### src/rtl/adder_pkg_amisha.sv
// Shared encodings for the chunked adder/accumulator.
// Operation codes and FSM states.
package adder_pkg_amisha;

  typedef enum logic [1:0] {
    OP_ADD = 2'b00,
    OP_SUB = 2'b01,
    OP_ACC = 2'b10,
    OP_CLR = 2'b11
  } op_t;

  typedef enum logic [1:0] {
    ST_IDLE = 2'b00,
    ST_RUN  = 2'b01,
    ST_DONE = 2'b10
  } state_t;

endpackage

### src/rtl/adder_slice_amisha.sv
// One W-bit ripple slice of the chunked adder.
// Reused every RUN cycle on a different chunk.
module adder_slice_amisha #(
  parameter int W = 4
) (
  input  logic [W-1:0] x,
  input  logic [W-1:0] y,
  input  logic         cin,
  output logic [W-1:0] s,
  output logic         cout
);

  logic [W:0] total;

  // Full W-bit add with carry in; carry out is the extra MSB
  always_comb begin
    total = {1'b0, x} + {1'b0, y} + {{W{1'b0}}, cin};
    s     = total[W-1:0];
    cout  = total[W];
  end

endmodule

### src/rtl/adder_chunked_acc_amisha.sv
// Multi-cycle N-bit add/sub/accumulate, W bits per clock.
// LSB chunk first, carry held in a flop between chunks.
module adder_chunked_acc_amisha
  import adder_pkg_amisha::*;
#(
  parameter int N = 16,
  parameter int W = 4
) (
  input  logic         clk_amisha,
  input  logic         reset_amisha,
  input  logic         start_amisha,
  input  logic [1:0]   op_amisha,
  input  logic [N-1:0] a_amisha,
  input  logic [N-1:0] b_amisha,
  output logic [N-1:0] sum_amisha,
  output logic         cout_amisha,
  output logic         ovf_amisha,
  output logic [N-1:0] acc_amisha,
  output logic         busy_amisha,
  output logic         done_amisha
);

  localparam int WS     = (W < 1) ? 1 : W;
  localparam int CHUNKS = N / WS;
  localparam int IW     = (CHUNKS > 1) ? $clog2(CHUNKS) : 1;

  if ((W < 1) || ((N % WS) != 0)) begin : g_bad_params
    $error("N must be a positive multiple of W");
  end

  state_t          state;
  state_t          state_next;
  op_t             op_r;
  logic [N-1:0]    x_r;
  logic [N-1:0]    y_r;
  logic [N-1:0]    s_r;
  logic [N-1:0]    s_full;
  logic            c_r;
  logic [IW-1:0]   idx;
  logic [WS-1:0]   xs;
  logic [WS-1:0]   ys;
  logic [WS-1:0]   ss;
  logic            sc;
  logic            last;

  // Select the current chunk and merge its result into the partial sum
  always_comb begin
    xs     = x_r[idx*WS +: WS];
    ys     = y_r[idx*WS +: WS];
    last   = (idx == IW'(CHUNKS - 1));
    s_full = s_r;
    s_full[idx*WS +: WS] = ss;
  end

  adder_slice_amisha #(
    .W (WS)
  ) u_slice (
    .x    (xs),
    .y    (ys),
    .cin  (c_r),
    .s    (ss),
    .cout (sc)
  );

  // State register
  always_ff @(posedge clk_amisha) begin
    if (reset_amisha) state <= ST_IDLE;
    else              state <= state_next;
  end

  // Next-state logic; CLR needs no chunk pass
  always_comb begin
    state_next = state;
    unique case (state)
      ST_IDLE: begin
        if (start_amisha) begin
          if (op_t'(op_amisha) == OP_CLR) state_next = ST_DONE;
          else                            state_next = ST_RUN;
        end
      end
      ST_RUN:  if (last) state_next = ST_DONE;
      ST_DONE: state_next = ST_IDLE;
      default: state_next = ST_IDLE;
    endcase
  end

  // Operand latch, chunk walk and result commit on the last chunk
  always_ff @(posedge clk_amisha) begin
    if (reset_amisha) begin
      op_r        <= OP_ADD;
      x_r         <= '0;
      y_r         <= '0;
      s_r         <= '0;
      c_r         <= 1'b0;
      idx         <= '0;
      sum_amisha  <= '0;
      cout_amisha <= 1'b0;
      ovf_amisha  <= 1'b0;
      acc_amisha  <= '0;
    end else begin
      unique case (state)
        ST_IDLE: begin
          idx <= '0;
          if (start_amisha) begin
            op_r <= op_t'(op_amisha);
            unique case (op_t'(op_amisha))
              OP_ADD: begin
                x_r <= a_amisha;
                y_r <= b_amisha;
                c_r <= 1'b0;
              end
              OP_SUB: begin
                x_r <= a_amisha;
                y_r <= ~b_amisha;
                c_r <= 1'b1;
              end
              OP_ACC: begin
                x_r <= acc_amisha;
                y_r <= a_amisha;
                c_r <= 1'b0;
              end
              OP_CLR: begin
                sum_amisha  <= '0;
                cout_amisha <= 1'b0;
                ovf_amisha  <= 1'b0;
                acc_amisha  <= '0;
              end
              default: ;
            endcase
          end
        end
        ST_RUN: begin
          s_r <= s_full;
          c_r <= sc;
          idx <= idx + IW'(1);
          if (last) begin
            sum_amisha  <= s_full;
            cout_amisha <= sc;
            ovf_amisha  <= (x_r[N-1] == y_r[N-1]) &&
                           (s_full[N-1] != x_r[N-1]);
            if (op_r == OP_ACC) acc_amisha <= s_full;
          end
        end
        ST_DONE: idx <= '0;
        default: idx <= '0;
      endcase
    end
  end

  assign busy_amisha = (state != ST_IDLE);
  assign done_amisha = (state == ST_DONE);

endmodule
### config.mk
export PLATFORM = sky130hd
export DESIGN_NAME = adder_chunked_acc_amisha
export DESIGN_NICKNAME = d
export VERILOG_FILES = /design/src/rtl/adder_pkg_amisha.sv /design/src/rtl/adder_slice_amisha.sv /design/src/rtl/adder_chunked_acc_amisha.sv
export SDC_FILE = /design/constraint.sdc
export NUM_CORES = 1
export LEC_CHECK = 0
export CAP_MARGIN = 20
export CORE_MARGIN = 10
export CORE_UTILIZATION = 50
export CTS_BUF_LIST = sky130_fd_sc_hd__clkbuf_4
export CTS_CLUSTER_SIZE = 30
export DETAILED_ROUTE_END_ITERATION = 10
export GPL_TIMING_DRIVEN = 0
export PLACE_DENSITY = 0.79
export SYNTH_ARGS = -nofsm -noshare
export SYNTH_HDL_FRONTEND = slang
export SYNTH_HIERARCHICAL = 1
export SYNTH_SLANG_ARGS = --single-unit
### constraint.sdc
create_clock -name clk_amisha -period 3 [get_ports clk_amisha]
set_clock_uncertainty 0.15 [all_clocks]
set_input_delay 0.45 -clock clk_amisha [delete_from_list [all_inputs] [get_ports clk_amisha]]
set_output_delay 0.45 -clock clk_amisha [all_outputs]
set_load 0.05 [all_outputs]
# [After elaboration in Yosys (flattened, before gate mapping)]
# Cells that the tools add are included.
[totals] reg_bits=89
[classes] shift=4 n_bitwise=2 eq_ne=14 n_mux=23 addsub=4 n_reduce_logical=17
[op_table] cell="16-bit one-hot mux with 2 select lines" n=3
[op_table] cell="16-bit two-way mux" n=5
[op_table] cell="16-bit one-hot mux with 3 select lines" n=1
[op_table] cell="4-bit negation with 34-bit output" n=1
[op_table] cell="4-bit by 34-bit variable shift with 16-bit output (first input constant)" n=1
[op_table] cell="4-bit by 34-bit indexed part select with 16-bit output" n=1
[op_table] cell="16-bit by 5-bit indexed part select with 4-bit output" n=2
[op_table] cell="16-bit bitwise mux" n=1
[op_table] cell="16-bit inverter" n=1
[op_table] cell="2-bit == test (second input constant)" n=5
[op_table] cell="3-bit AND reduction" n=3
[op_table] cell="2-bit != test (second input constant)" n=4
[op_table] cell="1-bit one-hot mux with 2 select lines" n=4
[op_table] cell="2-bit two-way mux" n=3
[op_table] cell="2-bit nonzero test" n=3
[op_table] cell="2-bit OR reduction" n=3
[op_table] cell="4-bit by 4-bit adder with 5-bit output" n=1
[op_table] cell="5-bit by 1-bit adder with 5-bit output" n=1
[op_table] cell="1-bit two-way mux" n=5
[op_table] cell="5-bit AND reduction" n=1
[op_table] cell="2-bit by 1-bit == test with 1-bit output (second input constant)" n=2
[op_table] cell="2-bit logical NOT" n=2
[op_table] cell="2-bit one-hot mux with 2 select lines" n=1
[op_table] cell="2-bit AND reduction" n=2
[op_table] cell="8 further kinds" n=8

# [Longest topological paths before layout]
[logic_depth] depth_word=9 depth_mapped=10 ltp_nobuf=9

# [Hierarchy]
# Netlist, hierarchy kept.
[by_module_without_submodules] mod="adder_chunked_acc_amisha" cells_each=462 instances=1 seq_area_each_um2=1781.7 area_each_um2=4224.1
[by_module_without_submodules] mod="adder_slice_amisha" cells_each=16 instances=1 seq_area_each_um2=0.0 area_each_um2=143.9

# [Worst setup path before layout]
# No wires, ideal clock.
[synth_timing] kind="register -> register" startpoint="register idx[0]" endpoint="register ovf_amisha" n_path_buf=1 required_ns=2.733 arrival_time_ns=3.023 setup_ns=0.117 stages_incl_launch_ff=11 path_slack_ns=-0.290 path_cell_list="dfxtp_1 buf_2 mux4_2 fa_1 a21o_1 a21oi_2 xnor2_1 nor4bb_1 mux2_2 mux2i_1 a22o_1"
[synth_via] elab_chain_len=9
[synth_rtl] item="start: declaration" line="adder_chunked_acc_amisha.sv:39" text="logic [IW-1:0] idx;"
[synth_rtl] item="start signal: assignment" line="adder_chunked_acc_amisha.sv:135" text="idx <= idx + IW'(1);"
[synth_rtl] item="16-bit by 5-bit indexed part select with 4-bit output" line="adder_chunked_acc_amisha.sv:49" text="ys = y_r[idx*WS +: WS];"
[synth_rtl] item="via ys[0]" line="adder_chunked_acc_amisha.sv:41" text="logic [WS-1:0] ys;"
[synth_rtl] item="4-bit by 4-bit adder with 5-bit output" line="adder_slice_amisha.sv:17" text="total = {1'b0, x} + {1'b0, y} + {{W{1'b0}}, cin};"
[synth_rtl] item="5-bit by 1-bit adder with 5-bit output" line="adder_slice_amisha.sv:17"
[synth_rtl] item="via ss[3]" line="adder_chunked_acc_amisha.sv:42" text="logic [WS-1:0] ss;"
[synth_rtl] item="4-bit by 34-bit indexed part select with 16-bit output" line="adder_chunked_acc_amisha.sv:52" text="s_full[idx*WS +: WS] = ss;"
[synth_rtl] item="16-bit bitwise mux" line="adder_chunked_acc_amisha.sv:52"
[synth_rtl] item="1-bit != test" line="adder_chunked_acc_amisha.sv:140" text="(s_full[N-1] != x_r[N-1]);"
[synth_rtl] item="1-bit logical AND" line="adder_chunked_acc_amisha.sv:139" text="ovf_amisha <= (x_r[N-1] == y_r[N-1]) &&"
[synth_rtl] item="1-bit two-way mux" line="adder_chunked_acc_amisha.sv:136" text="if (last) begin"
[synth_rtl] item="1-bit one-hot mux with 2 select lines" line="adder_chunked_acc_amisha.sv:101" text="unique case (state)"
[synth_rtl] item="end signal: assignment" line="adder_chunked_acc_amisha.sv:139"
[synth_rtl] item="end: declaration" line="adder_chunked_acc_amisha.sv:17" text="output logic ovf_amisha,"
# The timed path passes the listed nets, and every way through them passes these cells. The select of a mux whose other input is x is not followed.
# A chain may end at the register's enable or synchronous reset.

# [Final worst setup path]
[layout_timing] startpoint="register idx[0]" endpoint="register sum_amisha[15]"
[layout_via] elab_chain_len=7
[layout_rtl] item="16-bit by 5-bit indexed part select with 4-bit output" line="adder_chunked_acc_amisha.sv:49"
[layout_rtl] item="via ys[0]" line="adder_chunked_acc_amisha.sv:41"
[layout_rtl] item="4-bit by 4-bit adder with 5-bit output" line="adder_slice_amisha.sv:17"
[layout_rtl] item="5-bit by 1-bit adder with 5-bit output" line="adder_slice_amisha.sv:17"
[layout_rtl] item="via ss[3]" line="adder_chunked_acc_amisha.sv:42"
[layout_rtl] item="4-bit by 34-bit indexed part select with 16-bit output" line="adder_chunked_acc_amisha.sv:52"
[layout_rtl] item="16-bit bitwise mux" line="adder_chunked_acc_amisha.sv:52"
[layout_rtl] item="16-bit two-way mux" line="adder_chunked_acc_amisha.sv:136"
[layout_rtl] item="16-bit one-hot mux with 2 select lines" line="adder_chunked_acc_amisha.sv:101"
[layout_rtl] item="end signal: assignment" line="adder_chunked_acc_amisha.sv:137" text="sum_amisha <= s_full;"
[layout_rtl] item="end: declaration" line="adder_chunked_acc_amisha.sv:15" text="output logic [N-1:0] sum_amisha,"
# The timed path passes the listed nets, and every way through them passes these cells. The select of a mux whose other input is x is not followed.

==> results.cfg <==
[status]
outcome = finished with violations
violations = negative setup slack

[synthesis]
synthTopCellsByCount = 89 x dfxtp_1, 60 x nand2_1, 53 x nor2_1
syn-cell-area_mm2 = 0.00437
yosysSeqAreaShare_pct = 40.8
synth-main-ff-cell = dfxtp_1
yosys_warnings = 6
synth_edf_count = 0
yosysUniqueCellTypes = 56
yosysMostFrequentCell = dfxtp_1
ys_ff_latch = 89
synth_area_per_cell_um2 = 9.14
synth_nets = 530
synth_top_area_cell = dfxtp_1
synth_area_leaders = dfxtp_1 41%, a22o_1 5.4%, nand2_1 5.2%
async_reset_ff_share_pct = 0
synthCells = 478
synth_top_area_share_pct = 40.8

[cells_and_area]
num-nets-final = 623
final_area_mm2 = 0.00561
final_cells = 684
antennaDiodeCount = 0
drive_gt1_share_pct = 14.6
postLayoutCoreUtil_pct = 65.3
syn_to_final_growth_pct = 28.4

[place]
gp_congestion = 0.910
post_dp_cell_area_mm2 = 0.00523
post-dp-hpwl_mm = 10.0
portBuffers = 71
placed_cells = 657

[power_and_ir_drop]
leakagePower_nw = 2.02
ir_drop_mv = 0.320
p_per_area_mw_per_mm2 = 442
power_mw = 2.48

[route]
antenna_left = 0
first_pass_iters = 5
num_vias = 4215
detail_route.iter0.violations = 308
drc_errors = 0
wl_mm = 13.9
viasPerCell = 6.16
wl_per_cell_um = 20.3

[timing]
slew_headroom_pct = 56.3
fin_setup_tns_ns = -0.0999
hold_viol_final = 0
timing.final.max_slew_violations = 0
tightestPinTransition_ns = 0.656
rsz0062_at_grt = true
period_share_pct = 102
min_period_ns = 3.06
fin_ws_ns = -0.0643
setup_viol = 2
max_freq_mhz = 326

[floorplanning]
fp.dieH_um = 113
die_width_um = 113
io_pins = 73
start_util_pct = 50.8
fp.dieArea_mm2 = 0.0129
core_area_mm2 = 0.00859
rows = 34

[worst_hold_path]
hold_class = reg -> reg
holdPathEnd = y_r[11]
hold_start = y_r[11]
min_path_cells = 2

[worst_setup_path]
timing.rr.start = idx[0]
reg2reg_depth = 9
r2r_end = sum_amisha[15]
critPathCaptureType = flip-flop
arrival_ns = 3.30
required_ns = 3.23
reg2reg_slack_ns = -0.06
critPathLaunchType = flip-flop
cp_max_fo = 5
critPathKind = reg -> reg

[global_routing]
overflow = 0
antenna_found_initial = 0
grt_pass1_wl_mm = 21.7
grt_pass1_vias = 4067
grt_use_total_pct = 20.5
grt_max_degree = 18

[clocking]
cts_sinks = 89
cts_htree_levels = 3
clock-root-buffer = clkbuf_4
cts_hold_buf = 0
clk_latency_ns = 0.47
clkTransAtPathRegs_ns = 0.16
clockBufferDepth = 2
cts_tree = yes
cts_buffers = 9

[run]
cap_violations = 0
==> layout make-up <==
type	instances	area, um2
Buffer	35	166
Clock buffer	9	67.6
Clock inverter	7	60.1
Fill cell	703	2980
Inverter	18	70.1
Multi-Input combinational cell	335	2510
Sequential cell	89	1790
Tap cell	108	135
Timing Repair Buffer	83	808
==> power breakdown <==
part	internal, mW	switching [mW]	leakage, nW	total (mW)
Combinational	0.237	0.319	1.23	0.556
Sequential	1.24	0.0316	0.726	1.27
Clock	0.184	0.469	0.0615	0.653
==> kinds of logic (layout without fill, tap and decap cells) <==
kind of cell | count (synthesis) | in the layout | synth area share (%)
fa+ha+maj | 15 | 15 | 4.64
simple gates | 169 | 169 | 19.1
compound gates | 120 | 120 | 20.8
buf+inv | 54 | 152 | 5.24
flops | 89 | 89 | 40.8
mux | 29 | 29 | 8.99
xor+xnor | 2 | 2 | 0.401
==> repair_timing <==
action / in CTS / in global routing
pin swaps: 5 / 9
resized for setup: 19 / 12
buffers inserted: 7 / 5
setup endpoints to repair: 39 / 16
==> critical path: stages (launching register included) <==
cell and delay [ns]:
dfxtp_4 0.43, mux4_2 0.54, fa_2 0.42, a21o_1 0.22, a21oi_2 0.20, xnor2_2 0.14, nor4bb_4 0.18, mux2_4 0.31
buf_4 0.15, a32o_1 0.24
==> routing by layer <==
layer | track usage (%) | up-vias | routed length [um]
li1 | - | 1898 | -
met1 | 25.9 | 2069 | 5710
met2 | 33.4 | 221 | 6690
met3 | 5.04 | 27 | 1150
met4 | 7.11 | 0 | 311
met5 | 0 | - | 0
==> flip-flops by register name, summed over array words and instances, names as in the netlist <==
signal / count
acc_amisha: 16
s_r: 16
sum_amisha: 16
x_r: 16
y_r: 16
idx: 2
op_r: 2
state: 2
c_r: 1
cout_amisha: 1
ovf_amisha: 1
==> worst max-delay path by stage <==
stage           start             end  slack (ns)  cells after the start
3_5_place_dp   idx[1]          s_r[5]       -0.67                     10
2_1_floorplan  idx[0]      ovf_amisha       0.005                     10
6_report       idx[0]  sum_amisha[15]       -0.06                      9
4_1_cts        idx[0]      ovf_amisha      -0.003                     11
5_1_grt        idx[0]      ovf_amisha       -0.15                      9
3_3_place_gp   idx[1]          s_r[6]       -0.57                     10
==> cells in the final DEF (no fill, tap or decap), types with 2 or more instances in the layout <==
cell	instances
a211oi_1	23
a21o_1	2
a21oi_1	21
a21oi_2	2
a22o_1	27
a31oi_1	16
a32o_1	7
and2_1	3
buf_1	2
buf_2	10
buf_4	11
buf_6	3
clkbuf_1	19
clkbuf_4	9
clkdlybuf4s50_1	71
clkinvlp_4	3
dfxtp_1	87
fa_2	2
ha_1	13
inv_1	17
inv_6	3
mux2i_1	19
mux4_2	8
nand2_1	59
nand2b_1	21
nand3_1	3
nand3b_1	3
nand4b_1	2
nor2_1	53
nor2b_1	5
nor3_1	2
o21ai_1	2
o21ba_2	3
o32ai_1	2
o32ai_4	5
or2_2	2
xnor2_2	2
==> stage by stage <==
stage / worst slack, ns / hold slack (ns)
final: -0.0643 / 0.313
after global routing: -0.147 / 0.326
after CTS: -0.00261 / 0.312
after detailed placement: -0.672 / 0.295
after global placement: -0.569 / 0.286
after floorplan: 0.00544 / 0.279
Power figures use the tool's default switching activity.
